[config.mk]
export PLATFORM = sky130hd
export DESIGN_NAME = conjugate_result_writeback
export DESIGN_NICKNAME = d
export VERILOG_FILES = /design/src/rtl/conjugate_result_writeback_pkg.sv /design/src/rtl/conjugate_result_writeback_ram.sv /design/src/rtl/conjugate_result_writeback.sv
export SDC_FILE = /design/constraint.sdc
export NUM_CORES = 2
export LEC_CHECK = 0
export BUFFER_PORTS_ARGS = -buffer_cell sky130_fd_sc_hd__buf_2
export CAP_MARGIN = 20
export CORE_ASPECT_RATIO = 0.75
export CORE_UTILIZATION = 53
export CTS_CLUSTER_DIAMETER = 100
export DETAILED_ROUTE_END_ITERATION = 10
export PLACE_DENSITY = 0.79
export SLEW_MARGIN = 10
export SYNTH_ARGS = -nofsm -noshare
export SYNTH_HDL_FRONTEND = slang
export SYNTH_HIERARCHICAL = 1
export SYNTH_SLANG_ARGS = --single-unit
[constraint.sdc]
create_clock -name clk -period 75.9 [get_ports clk]
set_input_delay 15.18 -clock clk [delete_from_list [all_inputs] [get_ports clk]]
set_output_delay 15.18 -clock clk [all_outputs]
set_load 0.1 [all_outputs]
[src/rtl/conjugate_result_writeback_pkg.sv]
// Shared types, derived-size helpers and padding mask builder for the
// conjugate result writeback stage.
package conjugate_result_writeback_pkg;

    localparam int unsigned MAX_LANES = 64;

    typedef enum logic [1:0] {
        IDLE   = 2'd0,
        ACCEPT = 2'd1,
        DONE   = 2'd2
    } state_e;

    function automatic int unsigned clog2(input int unsigned v);
        int unsigned r;
        r = 0;
        for (int unsigned i = 0; i < 32; i++) begin
            if ((64'd1 << i) < {32'd0, v}) r = i + 1;
        end
        return r;
    endfunction

    function automatic int unsigned calc_total_blocks(input int unsigned n, input int unsigned u);
        return (n + u - 1) / u;
    endfunction

    function automatic int unsigned calc_valid_lanes_last(input int unsigned n, input int unsigned u);
        return n - (calc_total_blocks(n, u) - 1) * u;
    endfunction

    function automatic int unsigned calc_addr_width(input int unsigned n, input int unsigned u);
        int unsigned w;
        w = clog2(calc_total_blocks(n, u));
        return (w < 1) ? 1 : w;
    endfunction

    // Bit k set means lane k of the final word carries a real equation.
    function automatic logic [MAX_LANES-1:0] lane_mask(input int unsigned valid_lanes);
        logic [MAX_LANES-1:0] m;
        m = '0;
        for (int unsigned i = 0; i < MAX_LANES; i++) begin
            m[i] = (i < valid_lanes);
        end
        return m;
    endfunction

    localparam int unsigned DEF_EQUATIONS    = 19;
    localparam int unsigned DEF_UNITS        = 8;
    localparam int unsigned TOTAL_BLOCKS     = calc_total_blocks(DEF_EQUATIONS, DEF_UNITS);
    localparam int unsigned VALID_LANES_LAST = calc_valid_lanes_last(DEF_EQUATIONS, DEF_UNITS);
    localparam int unsigned ADDR_WIDTH       = calc_addr_width(DEF_EQUATIONS, DEF_UNITS);

endpackage

[src/rtl/conjugate_result_writeback_ram.sv]
// Simple dual-port block memory: synchronous write, registered read-first read
// with a clear input that forces the read register to zero.
module result_block_ram #(
    parameter int unsigned depth      = 3,
    parameter int unsigned width      = 512,
    parameter int unsigned addr_width = 2
) (
    input  logic                  clk,
    input  logic                  reset,
    input  logic                  we,
    input  logic [addr_width-1:0] waddr,
    input  logic [width-1:0]      wdata,
    input  logic                  rd_en,
    input  logic                  rd_clr,
    input  logic [addr_width-1:0] raddr,
    output logic [width-1:0]      rd_data
);

    logic [width-1:0] mem [depth];
    logic [width-1:0] rd_data_q;
    logic [width-1:0] rd_data_d;

    // Contents survive reset on purpose: stale words stay readable.
    always_ff @(posedge clk) begin
        if (we) mem[waddr] <= wdata;
    end

    always_comb begin
        rd_data_d = rd_data_q;
        if (rd_en) rd_data_d = rd_clr ? '0 : mem[raddr];
    end

    always_ff @(posedge clk) begin
        if (reset) rd_data_q <= '0;
        else       rd_data_q <= rd_data_d;
    end

    assign rd_data = rd_data_q;

endmodule

[src/rtl/conjugate_result_writeback.sv]
// Captures one multi-lane result word per strobe into block memory, zeroes the
// padding lanes of the final word and flags cluster completion.
module conjugate_result_writeback
    import conjugate_result_writeback_pkg::*;
#(
    parameter  int unsigned number_of_equations_per_cluster = 19,
    parameter  int unsigned element_width                   = 64,
    parameter  int unsigned no_of_units                     = 8,
    localparam int unsigned total_blocks     = calc_total_blocks(number_of_equations_per_cluster, no_of_units),
    localparam int unsigned valid_lanes_last = calc_valid_lanes_last(number_of_equations_per_cluster, no_of_units),
    localparam int unsigned addr_width       = calc_addr_width(number_of_equations_per_cluster, no_of_units),
    localparam int unsigned word_width       = element_width * no_of_units
) (
    input  logic                  clk,
    input  logic                  reset,
    input  logic                  start,
    input  logic                  result_mem_we,
    input  logic [word_width-1:0] vXc_add_8_output,
    input  logic                  rd_en,
    input  logic [addr_width-1:0] rd_addr,
    output logic [word_width-1:0] rd_data,
    output logic                  rd_valid,
    output logic [addr_width:0]   wr_ptr,
    output logic                  done,
    output logic                  overflow
);

    localparam logic [no_of_units-1:0] last_lane_mask = no_of_units'(lane_mask(valid_lanes_last));

    state_e                state_q, state_d;
    logic [addr_width:0]   wr_ptr_q, wr_ptr_d;
    logic                  done_q, done_d;
    logic                  overflow_q, overflow_d;
    logic                  rd_valid_q, rd_valid_d;
    logic                  mem_we_c;
    logic                  last_c;
    logic                  rd_clr_c;
    logic [word_width-1:0] wdata_c;

    assign last_c   = (wr_ptr_q == (addr_width + 1)'(total_blocks - 1));
    assign rd_clr_c = ({1'b0, rd_addr} >= (addr_width + 1)'(total_blocks));

    always_ff @(posedge clk) begin
        if (reset) state_q <= IDLE;
        else       state_q <= state_d;
    end

    // start overrides everything, including a coincident strobe.
    always_comb begin
        state_d = state_q;
        if (start) begin
            state_d = ACCEPT;
        end else begin
            case (state_q)
                ACCEPT:  if (result_mem_we && last_c) state_d = DONE;
                default: state_d = state_q;
            endcase
        end
    end

    always_comb begin
        wr_ptr_d   = wr_ptr_q;
        done_d     = done_q;
        overflow_d = overflow_q;
        mem_we_c   = 1'b0;
        rd_valid_d = rd_en;
        if (start) begin
            wr_ptr_d   = '0;
            done_d     = 1'b0;
            overflow_d = 1'b0;
        end else if (result_mem_we) begin
            if (state_q == ACCEPT) begin
                mem_we_c = 1'b1;
                wr_ptr_d = wr_ptr_q + (addr_width + 1)'(1);
                if (last_c) done_d = 1'b1;
            end else begin
                overflow_d = 1'b1;
            end
        end
    end

    always_ff @(posedge clk) begin
        if (reset) begin
            wr_ptr_q   <= '0;
            done_q     <= 1'b0;
            overflow_q <= 1'b0;
            rd_valid_q <= 1'b0;
        end else begin
            wr_ptr_q   <= wr_ptr_d;
            done_q     <= done_d;
            overflow_q <= overflow_d;
            rd_valid_q <= rd_valid_d;
        end
    end

    // Lanes past the last real equation are stored as zero.
    always_comb begin
        wdata_c = vXc_add_8_output;
        if (last_c) begin
            for (int unsigned k = 0; k < no_of_units; k++) begin
                if (!last_lane_mask[k]) wdata_c[k*element_width +: element_width] = '0;
            end
        end
    end

    result_block_ram #(
        .depth      (total_blocks),
        .width      (word_width),
        .addr_width (addr_width)
    ) u_ram (
        .clk     (clk),
        .reset   (reset),
        .we      (mem_we_c),
        .waddr   (wr_ptr_q[addr_width-1:0]),
        .wdata   (wdata_c),
        .rd_en   (rd_en),
        .rd_clr  (rd_clr_c),
        .raddr   (rd_addr),
        .rd_data (rd_data)
    );

    assign wr_ptr   = wr_ptr_q;
    assign done     = done_q;
    assign overflow = overflow_q;
    assign rd_valid = rd_valid_q;

endmodule
==> flow_metrics.py <==
metrics = {
    "synthesis": {
        "syn-mean-instance-area_um2": 14.5,
        "synth-edff-count": 1536,
        "syn-num-nets": 5862,
        "yosys-top-cells-count": "edfxtp_1, dfxtp_1, nor2b_1",
        "synth_flop_cell": "edfxtp_1",
        "synth.distinct_cells": 32,
        "ys_async_sr_fraction": 0,
        "yosysWarnings": 6,
        "synth.area.top_cells": "edfxtp_1, dfxtp_1, mux2_2",
        "syn-cell-area_um2": 77500,
        "netlist_instances": 5341,
        "yosysSeqAreaShare": 0.729,
        "synthMostInstantiatedCell": "edfxtp_1",
        "ys_ff_latch": 2055,
        "yosysTopAreaCell": "edfxtp_1",
        "synth.top_cell.area_share": 0.595,
    },
    "floorplanning": {
        "die_w_um": 443,
        "die-area_um2": 148000,
        "die_h_um": 333,
        "core.rowCount": 121,
        "start_util": 0.534,
        "io_pins": 1037,
        "core_um2": 145000,
    },
    "route": {
        "remaining_drc_errors": 0,
        "antenna_left": 0,
        "drt_iter0_markers": 4350,
        "vias": 47600,
        "wirelength_um": 194000,
        "top_layer": "met5",
        "via_per_inst": 5.68,
        "dr_wl_met3_um": 15200,
        "wl_met2_um": 95500,
        "first_pass_iters": 6,
        "drt-wirelength-per-cell_um": 23.2,
        "m1WireLength_um": 72600,
    },
    "setup_path": {
        "reg2reg_depth": 6,
        "worstPathArrival_ns": 19.79,
        "crit_fanout": 170,
        "ff2ff_setup_slack_ns": 71.05,
        "r2r-end": "u_ram/mem[2][439]",
        "timing.rr.start": "state_q[1]",
        "path_class": "input pin to register",
        "cp-end-kind": "register",
        "critPathRequiredTime_ns": 76.64,
        "critPathLaunchType": "input pin",
    },
    "power_and_ir_drop": {
        "vdd_ir_drop_max_v": 0.0000223,
        "p_leak_uw": 0.0319,
        "p_seq_frac": 0.516,
        "p_int_uw": 1800,
        "comb_power_share": 0.099,
        "p_per_area_nw_per_um2": 26.8,
        "power_frac_clock": 0.385,
        "power_switching_uw": 604,
        "netSwitchingFraction": 0.251,
    },
    "clock_network": {
        "cts_resized": 0,
        "cts-root-buf": "clkbuf_16",
        "clk_pin_slew_ns": 0.06,
        "post_cts_buffers": 0,
        "cts_tree": "done",
        "clk_latency_ns": 0.84,
        "holdBufCountCts": 0,
        "cts.htree.levels": 4,
        "clockBufferDepth": 3,
        "cts-buffers-inserted": 186,
        "clkSinkCount": 2055,
    },
    "sta": {
        "fin_tns_setup_ns": 0,
        "post-route-min-period_ns": 19.05,
        "max_freq_mhz": 52.5,
        "period_share": 0.251,
        "skew_ns": 0.0366,
        "final_max_slew_viol_count": 0,
        "finalSetupViolCount": 0,
        "worstMarginPinSlew_ns": 1.39,
        "rsz0062_at_grt": "false",
        "hold_viol": 0,
        "slew_headroom": 0.0731,
    },
    "hold_path": {
        "whs_path_depth": 2,
        "whs_endpoint": "overflow",
        "min_from": "overflow",
        "hold_class": "register to register",
    },
    "global_route": {
        "grt_usage": 0.253,
        "antenna_found_initial": 84,
        "globalRouteOverflowTotal": 0,
        "grt_pass1_vias": 46600,
        "grt_pass1_wl_um": 286000,
        "grt_max_degree": 178,
    },
    "run_status": {
        "run_status": "complete, no violations",
    },
    "finish": {
        "design_area_um2": 89900,
        "multiInputGateArea_um2": 19000,
        "finalNetCount": 6765,
        "layout-drive-gt1-share": 0.307,
        "area_growth_pct": 16.1,
        "seqCellArea_um2": 56500,
        "fillCellCount": 10400,
    },
    "place": {
        "gp_congestion": 0.853,
        "dpl_cell_area_um2": 83600,
        "port_buffers": 1036,
        "hpwl_um": 115000,
    },
    "run": {
        "cap_violations": 0,
    },
}
through the flow:
step	hold slack (ns)	instances	setup WS, ns	power [uW]	util
3_3_place_gp	0.459	7960	56.09	1500	0.577
2_1_floorplan	0.520	5341	21.60	1450	-
4_1_cts	0.476	8312	56.83	2420	0.619
5_1_grt	0.536	8366	56.60	2470	0.620
3_5_place_dp	0.462	7960	56.01	1500	0.577
6_report	0.473	8382	56.85	2410	0.620
metal layers:
layer,GRT usage,up-vias
li1,-,21500
met1,0.308,23600
met2,0.410,2062
met3,0.0646,505
met4,0.147,48
met5,0,-
critical path: stages:
cell	delay, ns
buf_8	0.24
and2_1	0.32
nor2b_4	0.82
buf_12	0.69
buf_4	0.89
buf_4	0.97
a31oi_1	0.23
a21oi_1	0.26
flip-flops by register name, indices dropped and copies added, names as in the netlist:
name           flops
rd_valid           1
state_q            2
overflow           1
wr_ptr             3
u_ram/mem       1536
u_ram/rd_data    512
area by class of cell:
| class | instances | share of cell area |
|---|---|---|
| Clock inverter | 80 | 0.00927 |
| Tap cell | 1906 | 0.0265 |
| Inverter | 1 | 0.0000417 |
| Multi-Input combinational cell | 2908 | 0.211 |
| Antenna cell | 68 | 0.00189 |
| Timing Repair Buffer | 1092 | 0.0642 |
| Sequential cell | 2055 | 0.628 |
| Clock buffer | 272 | 0.0584 |
power by group through the flow:
| stage | Combinational [uW] | Clock (uW) | Sequential, uW |
|---|---|---|---|
| floorplan | 78.6 | 0 | 1370 |
| global placement | 233 | 0 | 1260 |
| detailed placement | 236 | 0 | 1270 |
| CTS | 237 | 936 | 1240 |
| global route | 248 | 983 | 1240 |
| finish | 238 | 926 | 1240 |
how the worst max path moves through the flow:
stage / start / endpoint / slack (ns)
after global routing: rd_addr[0] / u_ram/rd_data[182] / 56.60
after global placement: rd_addr[0] / u_ram/rd_data[121] / 56.09
after floorplan: result_mem_we / u_ram/mem[0][0] / 21.60
after detailed placement: rd_addr[0] / u_ram/rd_data[182] / 56.01
after CTS: rd_addr[0] / u_ram/rd_data[182] / 56.83
final: rd_addr[0] / u_ram/rd_data[182] / 56.85
logic make-up after synthesis:
family	after synthesis	share of synthesized area
multiplexers	512	0.0744
flip-flops	2055	0.729
XOR/XNOR	2	0.000226
AO/OA/AOI/OAI	1028	0.0748
adder cells (fa/ha/maj)	2	0.000323
AND/OR/NAND/NOR	1364	0.0952
buffers and inverters	378	0.0255
layout by cell type (no fill, tap or decap), drive strengths merged, types with 2 or more instances in the layout:
master	instances
buf	1092
diode	68
bufinv	9
a21oi	513
and2	321
dfxtp	519
and3b	3
nor3b	2
clkinvlp	3
mux2	512
a31oi	513
nand2	512
nand2b	2
ha	2
edfxtp	1536
inv	9
a211oi	2
clkinv	60
nor2	6
nor2b	515
clkbuf	272
(Power assumes the default switching activity.)
